$ cat config.mk
export PLATFORM = sky130hd
export DESIGN_NAME = fetch_unit
export DESIGN_NICKNAME = d
export VERILOG_FILES = /design/src/rtl/fetch_unit_pkg.sv /design/src/rtl/fetch_unit_pc_reg.sv /design/src/rtl/fetch_unit.sv
export SDC_FILE = /design/constraint.sdc
export NUM_CORES = 1
export LEC_CHECK = 0
export ABC_AREA = 0
export CORE_UTILIZATION = 40
export DETAILED_ROUTE_END_ITERATION = 10
export PLACE_DENSITY = 0.74
export SYNTH_ARGS = -nofsm -noshare
export SYNTH_HDL_FRONTEND = slang
export SYNTH_SLANG_ARGS = --single-unit
$ cat constraint.sdc
create_clock -name clk -period 7.6 [get_ports clk]
set_input_delay 1.9 -clock clk [delete_from_list [all_inputs] [get_ports clk]]
set_output_delay 1.9 -clock clk [all_outputs]
set_load 0.05 [all_outputs]
$ cat src/rtl/fetch_unit_pkg.sv
// Shared definitions for the RV32I fetch stage.
// Holds the datapath width, the NOP word and the fetch FSM encodings.
package fetch_unit_pkg;

  localparam int XLEN = 32;

  localparam logic [XLEN-1:0] NOP_INST = 32'h0000_0013;

  localparam logic [2:0] ST_BOOT = 3'd0;
  localparam logic [2:0] ST_REQ  = 3'd1;
  localparam logic [2:0] ST_WAIT = 3'd2;
  localparam logic [2:0] ST_HOLD = 3'd3;
  localparam logic [2:0] ST_DROP = 3'd4;

  // Force an address onto a word boundary.
  function automatic logic [XLEN-1:0] word_align(
    input logic [XLEN-1:0] a
  );
    return {a[XLEN-1:2], 2'b00};
  endfunction

endpackage

$ cat src/rtl/fetch_unit_pc_reg.sv
// Program counter for the fetch stage.
// Redirects win over the sequential +4 step.
module fetch_pc_reg #(
  parameter logic [31:0] RESET_PC = 32'h0000_0000
) (
  input  logic        clk,
  input  logic        rst,
  input  logic        adv_i,
  input  logic        redir_i,
  input  logic [31:0] redir_pc_i,
  output logic [31:0] pc_o
);
  import fetch_unit_pkg::*;

  logic [31:0] pc_q;
  logic [31:0] pc_d;

  // Select the next PC; the add wraps modulo 2^32.
  always_comb begin
    pc_d = pc_q;
    if (redir_i) begin
      pc_d = word_align(redir_pc_i);
    end else if (adv_i) begin
      pc_d = pc_q + 32'd4;
    end
  end

  // PC register.
  always_ff @(posedge clk or posedge rst) begin
    if (rst) begin
      pc_q <= RESET_PC;
    end else begin
      pc_q <= pc_d;
    end
  end

  assign pc_o = pc_q;

endmodule

$ cat src/rtl/fetch_unit.sv
// Instruction fetch stage: one outstanding imem read,
// holds the returned word until decode accepts it.
module fetch_unit #(
  parameter logic [31:0] RESET_PC = 32'h0000_0000,
  parameter logic [31:0] NOP_INST = 32'h0000_0013
) (
  input  logic        clk,
  input  logic        rst,
  output logic        imem_req,
  output logic [31:0] imem_addr,
  input  logic        imem_gnt,
  input  logic        imem_rvalid,
  input  logic [31:0] imem_rdata,
  input  logic        redirect_valid,
  input  logic [31:0] redirect_pc,
  output logic        inst_valid,
  input  logic        inst_ready,
  output logic [31:0] inst,
  output logic [31:0] inst_pc,
  output logic        misalign
);
  import fetch_unit_pkg::*;

  logic [2:0]  state_q;
  logic [2:0]  state_d;
  logic [31:0] pc;
  logic [31:0] inst_q;
  logic [31:0] inst_d;
  logic [31:0] ipc_q;
  logic [31:0] ipc_d;
  logic        in_hold;
  logic        fire;
  logic        capture;

  assign in_hold = (state_q == ST_HOLD);
  assign fire    = in_hold & inst_ready & ~redirect_valid;
  assign capture = (state_q == ST_WAIT) & imem_rvalid
                 & ~redirect_valid;

  fetch_pc_reg #(
    .RESET_PC (RESET_PC)
  ) u_pc (
    .clk        (clk),
    .rst        (rst),
    .adv_i      (fire),
    .redir_i    (redirect_valid),
    .redir_pc_i (redirect_pc),
    .pc_o       (pc)
  );

  // Next-state logic; a redirect outranks every other event.
  always_comb begin
    state_d = state_q;
    unique case (state_q)
      ST_BOOT: state_d = ST_REQ;
      ST_REQ: begin
        if (imem_gnt) begin
          state_d = redirect_valid ? ST_DROP : ST_WAIT;
        end
      end
      ST_WAIT: begin
        if (redirect_valid) begin
          state_d = imem_rvalid ? ST_REQ : ST_DROP;
        end else if (imem_rvalid) begin
          state_d = ST_HOLD;
        end
      end
      ST_HOLD: begin
        if (redirect_valid || inst_ready) begin
          state_d = ST_REQ;
        end
      end
      ST_DROP: begin
        if (!redirect_valid && imem_rvalid) begin
          state_d = ST_REQ;
        end
      end
      default: state_d = ST_BOOT;
    endcase
  end

  // Capture fetched word; fall back to NOP when HOLD is left.
  always_comb begin
    inst_d = inst_q;
    ipc_d  = ipc_q;
    if (capture) begin
      inst_d = imem_rdata;
      ipc_d  = pc;
    end else if (in_hold && (fire || redirect_valid)) begin
      inst_d = NOP_INST;
    end
  end

  // FSM and holding registers.
  always_ff @(posedge clk or posedge rst) begin
    if (rst) begin
      state_q <= ST_BOOT;
      inst_q  <= NOP_INST;
      ipc_q   <= RESET_PC;
    end else begin
      state_q <= state_d;
      inst_q  <= inst_d;
      ipc_q   <= ipc_d;
    end
  end

  assign imem_req   = (state_q == ST_REQ);
  assign imem_addr  = pc;
  assign inst_valid = in_hold & ~redirect_valid;
  assign inst       = inst_q;
  assign inst_pc    = ipc_q;
  assign misalign   = redirect_valid & redirect_pc[1];

endmodule

==> key figures, run 1 <==
CTS
  – Worst-skew pair later-pin latency: around 0.36 ns
  – CTS Hold Buffers Added: 0
  – Worst-path clk slew: around 0.080 ns
  – TritonCTS buffer count: 9
  – Depth of the CTS H-tree: 3
  – Post-CTS sizing: 0
  – Setup Buffers After CTS: 0
  – CTS max path bufs: 2
  – Clk sinks: 95
  – CTS tree: yes
  – Clk Tree Root Cell: clkbuf_8

Synthesis
  – Yosys cell types: 51
  – Syn Area/Cell: 11.0 sq um
  – Syn Inst Count: 400
  – Synthesis Warnings: 0
  – Yosys reg bits: 95
  – Seq/Total Area, Yosys: 54.2%
  – Post-Synthesis Cell Area: 4390 sq um

Critical path
  – Setup crit end: inst_valid
  – CP Class: input pin to primary output
  – WP depth: 5
  – CP most frequent cell: clkdlybuf4s50_1
  – R2r setup slk: a little under 5 ns
  – Crit path arrival time: 3.76 ns
  – CP Data Required Time: 5.70 ns
  – Critical Path Sink Type: primary output
  – Startpoint types: input pin
  – FF-to-FF Start: state_q[2]$_DFFE_PP0P_
  – Crit. Startpoint: redirect_valid
  – Slowest cell on the critical path: clkdlybuf4s50_1
  – Crit Path Max Fanout: 46
  – Crit-path max cell delay: 0.71 ns
  – CP bufs+invs: 3
  – Capturing point of the worst reg2reg path: inst_pc[20]$_DFFE_PP0P_
  – Delay-heaviest family, CP: buffers and inverters
  – Cell count of the worst reg-to-reg path: 4
  – Cell breakdown of the critical path: clkdlybuf4s50_1 -> buf_4 -> nor2_1 -> and3_1 -> clkdlybuf4s50_1

GRT
  – Global-route wire length before repair: 18500 um
  – GRT Util Overall: 20.8%
  – Initial antenna violation count: 0
  – Remaining Overflow, GRT: 0
  – Vias in the first global route: 3718
  – Largest net degree at the start of global routing: 50

STA
  – Least-Margin Pin Slew: 1.10 ns
  – WHS: ~0.47 ns
  – # setup viols final: 0
  – Maximum clock rate: roughly 180 MHz
  – Final setup margin: 1.94 ns
  – Final period demand of the worst path: 5.66 ns
  – Fin Setup TNS: 0 ns
  – Worst Skew: ~0.016 ns
  – Fin. Hold Viols: 0
  – Relative slew slack: 25.7%
  – Tcrit/Tclk final: between 70% and 80%
  – Pins Over Slew Limit: 0
  – RSZ-0062 raised after global routing: no

Final layout
  – Area of the multi-input gates: 1840 sq um
  – Post-Layout Cell Count: 693
  – Final nets: between 600 and 700
  – Most frequent cells in the layout: clkdlybuf4s50_1, dfrtp_1, nand2_1, mux2_2, a22o_1
  – Final-layout fill cell count: 892
  – Share of cells above drive strength 1: 11.3%
  – Commonest non-fill, non-tap cell in the layout: clkdlybuf4s50_1
  – Finished Core Util: 59.8%
  – Area growth syn-to-layout: 43.1%
  – Register area: 2380 sq um
  – N_diodes: 0

Placed design
  – # port buffers: 163
  – Post-place setup slack: 1.94 ns
  – GP Congestion: 0.747
  – Placed insts: 677
  – DP HPWL: 8200 um

Route
  – Drt via density: 5.54
  – Router iterations before antenna repair: 4
  – Final ANT Viol Nets: 0
  – Vias post-DR: 3841
  – Drt total wl: ~12000 um
  – DR iter-0 viols: 179
  – Number of remaining DRC errors: 0
  – Avg WL per Cell: 16.8 um

Floorplan
  – Core area: ~11000 sq um
  – Die W: 107 um
  – Initial core utilization: 41.8%
  – Die Area: 11400 sq um
  – Rows: 37
  – Die height: 107 um
  – Top Ports: around 170

Pwr
  – Peak supply drop: 0.000300 V
  – Leakage: approximately 2.6 nW
  – PD cells: 387 nW/um^2

Run
  – Max cap viols: 0

Run status
  – Status: completed

Min path
  – Hold WC Path Type: flip-flop to flip-flop
-- sequential cells by signal (all words and copies together), names as in the netlist --
register,flops
inst,32
u_pc.pc_o,30
inst_pc,30
state_q,3
-- routing by layer --
layer	share of wire, %	wire (um)	global-route usage [%]	up-vias
li1	-	-	-	1783
met1	44	5090	27.0	1893
met2	48	5610	33.3	146
met3	6.0	706	4.44	19
met4	2.3	273	9.30	0
met5	0	0	0	-
-- cells in the mapped netlist, drive strengths merged --
library cell,number,area [sq um]
a2bb2oi,1,8.76
a22oi,1,7.51
dfrtp,92,2300
mux2,31,349
a21boi,1,7.51
a22o,29,254
mux2i,1,10.0
and4b,1,10.0
xnor2,4,35.0
nor2,17,63.8
ha,1,12.5
o2111ai,2,17.5
a21o,1,7.51
nand2,31,116
inv,15,56.3
buf,8,56.3
clkbuf,21,78.8
and2,2,12.5
or3,3,21.3
a311o,1,10.0
or4,14,110
nor3,8,40.0
dfstp,3,78.8
a21oi,4,20.0
nand4b,2,17.5
nor4,10,62.6
o31ai,7,52.6
a211o,2,17.5
nand4,12,96.3
nor4b,1,8.76
o211ai,6,45.0
and3,2,12.5
nand2b,2,12.5
o21ai,16,80.1
nor3b,2,15.0
a31o,2,17.5
nand3,19,95.1
conb,1,3.75
xor2,4,35.0
nor2b,3,18.8
o41ai,1,8.76
a31oi,13,81.3
and4,3,27.5
-- metrics by stage --
stage | instance area, sq um | total power, mW
floorplan | 4410 | 1.67
global placement | 6110 | 2.11
detailed placement | 6110 | 2.13
CTS | 6290 | 2.45
global route | 6290 | 2.54
finish | 6290 | 2.43
-- worst min path at each step --
stage	from	end	cells after the start
finish	inst[0]$_DFFE_PP1P_	inst[0]$_DFFE_PP1P_	2
global route	inst[1]$_DFFE_PP1P_	inst[1]$_DFFE_PP1P_	2
CTS	inst[0]$_DFFE_PP1P_	inst[0]$_DFFE_PP1P_	2
detailed placement	inst[1]$_DFFE_PP1P_	inst[1]$_DFFE_PP1P_	2
global placement	inst[1]$_DFFE_PP1P_	inst[1]$_DFFE_PP1P_	2
floorplan	inst[0]$_DFFE_PP1P_	inst[0]$_DFFE_PP1P_	2
-- cell type report --
cell class	count	area share, %
multi-input cells	264	29.2
clock inverters	4	0.517
well taps	136	2.71
repair buffers	167	26.4
inverters	15	0.935
clock buffers	12	2.31
flip-flops and latches	95	37.9
-- worst reg2reg max path, cell delays in order, from the launching register on --
cell	delay, ns
dfrtp_1	0.48
nand2b_1	0.28
nor3_2	0.79
buf_4	0.61
mux2_2	0.47
-- power breakdown --
part           internal (mW)  switching, mW  total (mW)
Sequential             0.687          0.134       0.820
Clock                  0.130          0.180       0.310
Combinational          0.469          0.834        1.30
Total                   1.29           1.15        2.43
-- logic make-up after synthesis --
| kind of cell | after synthesis | synth area share (%) |
|---|---|---|
| flops | 95 | 54.2 |
| mux | 32 | 8.17 |
| fa+ha+maj | 1 | 0.285 |
| other cells | 1 | 0.0853 |
| xor+xnor | 8 | 1.59 |
| compound gates | 87 | 14.5 |
| buf+inv | 44 | 4.36 |
| simple gates | 132 | 16.9 |
No activity file was read; power rests on OpenSTA's default activity.
==> run 2: changes to the inputs <==
Settings changed: PLACE_DENSITY 0.74 to 0.77.
Clock period 7.6 ns to 5.15 ns, I/O delays scaled along.
==> run 2 against run 1 <==
Against the previous run: final cell count rose by 0.29%; clock skew down 0.0068 ns; combinational power increased by 48%; clock-buffer cell count is 2 lower; sequential cell count did not move; setup slack lost 0.54 ns; sequential share of layout area down 0.48 points; design area up 1.3%; first-iteration DRC count grew 22%.
==> key figures, run 2 (synthesis results as in run 1) <==
CTS
  – Worst-path clk slew: 0.09 ns (was 0.08 ns)
  – Worst-skew pair later-pin latency: 0.36 ns (about the same)
  – TritonCTS buffer count: 9 (unchanged)
  – Clk Tree Root Cell: clkbuf_8 (unchanged)
  – Setup Buffers After CTS: 0 (unchanged)
  – Post-CTS sizing: 0 (unchanged)
  – CTS tree: yes (unchanged)
  – Depth of the CTS H-tree: 3 (unchanged)
  – Clk sinks: 95 (unchanged)
  – CTS Hold Buffers Added: 0 (unchanged)
  – CTS max path bufs: 2 (unchanged)

Final layout
  – N_diodes: 0 (unchanged)
  – Commonest non-fill, non-tap cell in the layout: clkdlybuf4s50_1 (unchanged)
  – Post-Layout Cell Count: 695 (was 693)
  – Final nets: 625 (was 623)
  – Finished Core Util: 60.6% (was 59.8%)
  – Final-layout fill cell count: 888 (was 892)
  – Final Cell Area: 6370 sq um (was 6290 sq um)
  – Most frequent cells in the layout: clkdlybuf4s50_1, dfrtp_1, nand2_1, mux2_2, a22o_1 (unchanged)
  – Max reg flops: 32 (unchanged)
  – Area growth syn-to-layout: 44.9% (was 43.1%)
  – Share of cells above drive strength 1: 12.2% (was 11.3%)

Pwr
  – Flop pwr share: 32.6% (was 33.7%)
  – Comb power frac: 51.8% (was 53.6%)
  – Tot Pwr: 3.73 mW (was 2.43 mW)
  – Peak supply drop: 0.000437 V (was 0.000300 V)
  – Sw power: 1.70 mW (was 1.15 mW)
  – Leakage: 2.66 nW (was 2.61 nW)
  – Switching Share: 45.6% (was 47.2%)
  – PD cells: 585 nW/um^2 (was 387 nW/um^2)
  – P_int: 2.03 mW (was 1.29 mW)
  – Clock share of power: 15.7% (was 12.7%)

Placed design
  – GP Congestion: 0.795 (was 0.747)
  – DP HPWL: 8450 um (was 8200 um)
  – Placed insts: 679 (was 677)
  – # port buffers: 163 (unchanged)
  – Post-DP Area: 6130 sq um (was 6110 sq um)
  – Post-place setup slack: 1.38 ns (was 1.94 ns)

GRT
  – GRT Util Overall: 21.3% (was 20.8%)
  – Met1 Use GR: 27.6% (was 27.0%)
  – Remaining Overflow, GRT: 0 (unchanged)
  – GR Layer Usage met2: 33.9% (was 33.3%)
  – Global-route wire length before repair: 19000 um (was 18500 um)
  – Initial antenna violation count: 0 (unchanged)
  – Largest net degree at the start of global routing: 67 (was 50)
  – Grt peak-use layer: met2 (unchanged)
  – Met3 global-route usage: 5.53% (was 4.44%)
  – Vias in the first global route: 3717 (was 3718)

Floorplan
  – Die height: 107 um (unchanged)
  – Core area: 10500 sq um (unchanged)
  – Rows: 37 (unchanged)
  – Die Area: 11400 sq um (unchanged)
  – Die W: 107 um (unchanged)
  – Initial core utilization: 41.8% (unchanged)
  – Top Ports: 169 (unchanged)

Critical path
  – Capturing point of the worst reg2reg path: u_pc.pc_o[17]$_DFFE_PP0N_ (was inst_pc[20]$_DFFE_PP0P_)
  – Crit path arrival time: 2.46 ns (was 3.76 ns)
  – Crit Path Max Fanout: 20 (was 46)
  – Slowest cell on the critical path: clkdlybuf4s50_1 (unchanged)
  – R2r setup slk: 2.58 ns (was 4.85 ns)
  – CP Data Required Time: 3.86 ns (was 5.70 ns)
  – Critical Path Sink Type: primary output (unchanged)
  – Cell count of the worst reg-to-reg path: 4 (unchanged)
  – Crit-path max cell delay: 0.47 ns (was 0.71 ns)
  – Crit. Startpoint: redirect_valid (unchanged)
  – Setup crit end: inst_valid (unchanged)
  – CP most frequent cell: buf_4 (was clkdlybuf4s50_1)
  – Startpoint types: input pin (unchanged)
  – FF-to-FF Start: state_q[0]$_DFFE_PP0P_ (was state_q[2]$_DFFE_PP0P_)
  – Cell breakdown of the critical path: clkdlybuf4s50_1 -> buf_4 -> nor2_1 -> and3_1 -> buf_4 (was clkdlybuf4s50_1 -> buf_4 -> nor2_1 -> and3_1 -> clkdlybuf4s50_1)
  – CP Class: input pin to primary output (unchanged)

STA
  – RSZ-0062 raised after global routing: no (unchanged)
  – Final setup margin: 1.40 ns (was 1.94 ns)
  – Pins Over Slew Limit: 0 (unchanged)
  – Fin Setup TNS: 0 ns (unchanged)
  – Tcrit/Tclk final: 72.8%
  – WHS: 0.469 ns (was 0.466 ns)
  – Final period demand of the worst path: 3.75 ns
  – Worst Skew: 0.00945 ns (was 0.0162 ns)
  – # setup viols final: 0 (unchanged)
  – Relative slew slack: 32.1% (was 25.7%)
  – Least-Margin Pin Slew: 1.02 ns (was 1.10 ns)
  – Maximum clock rate: 267 MHz
  – Fin. Hold Viols: 0 (unchanged)

Route
  – Drt via density: 5.43 (was 5.54)
  – Number of remaining DRC errors: 0 (unchanged)
  – Avg WL per Cell: 16.8 um (about the same)
  – Vias post-DR: 3777 (was 3841)
  – Drt total wl: 11700 um (about the same)
  – Final ANT Viol Nets: 0 (unchanged)
  – DR iter-0 viols: 219 (was 179)
  – Router iterations before antenna repair: 4 (unchanged)

Min path
  – Hold_sp: inst[0]$_DFFE_PP1P_ (unchanged)
  – Hold path depth: 2 (unchanged)
  – Hold WC Path Type: flip-flop to flip-flop (unchanged)

Run status
  – Status: completed (unchanged)

Run
  – Max cap viols: 0 (unchanged)
==> run 2: cell types whose count changed in the layout (fill, tap and decap cells not counted) <==
cell	delta
buf_4	+3
bufinv_16	+3
clkdlybuf4s50_1	-2
clkinv_2	+2
clkinvlp_4	-2
buf_12	+1
clkbuf_1	-1
clkbuf_8	-1
clkinv_4	-1
==> run 2: how the worst min path moves through the flow <==
stage / endpoint
4_1_cts: inst[0]$_DFFE_PP1P_
2_1_floorplan: inst[0]$_DFFE_PP1P_
3_3_place_gp: inst[4]$_DFFE_PP1P_
5_1_grt: inst[4]$_DFFE_PP1P_
6_report: inst[0]$_DFFE_PP1P_
3_5_place_dp: inst[0]$_DFFE_PP1P_
==> run 2: critical path, delay by kind of cell <==
family	cells	cell delay [ns]
simple gates	2	0.28
buf+inv	3	0.88
==> run 2: layer usage <==
layer | wire [um] | part of all wire (%) | vias to the layer above
met2 | 5720 | 49 | 125
met1 | 5000 | 43 | 1837
met3 | 681 | 5.8 | 26
met4 | 291 | 2.5 | 0
met5 | 0 | 0 | -
li1 | - | - | 1789
==> run 2: final cells by class <==
class	instances	area [sq um]	area share [%]
Sequential cell	95	2380	37.4
Multi-Input combinational cell	264	1840	28.9
Timing Repair Buffer	169	1680	26.4
Tap cell	136	170	2.67
Clock buffer	10	128	2.00
Clock inverter	6	109	1.71
Inverter	15	58.8	0.923
==> run 2: power by group through the flow <==
| stage | clock network (mW) | registers [mW] | logic (mW) |
|---|---|---|---|
| 2_1_floorplan | 0 | 2.07 | 0.400 |
| 3_3_place_gp | 0 | 1.21 | 1.91 |
| 3_5_place_dp | 0 | 1.22 | 1.94 |
| 4_1_cts | 0.593 | 1.21 | 1.94 |
| 5_1_grt | 0.630 | 1.25 | 2.00 |
| 6_report | 0.584 | 1.21 | 1.93 |
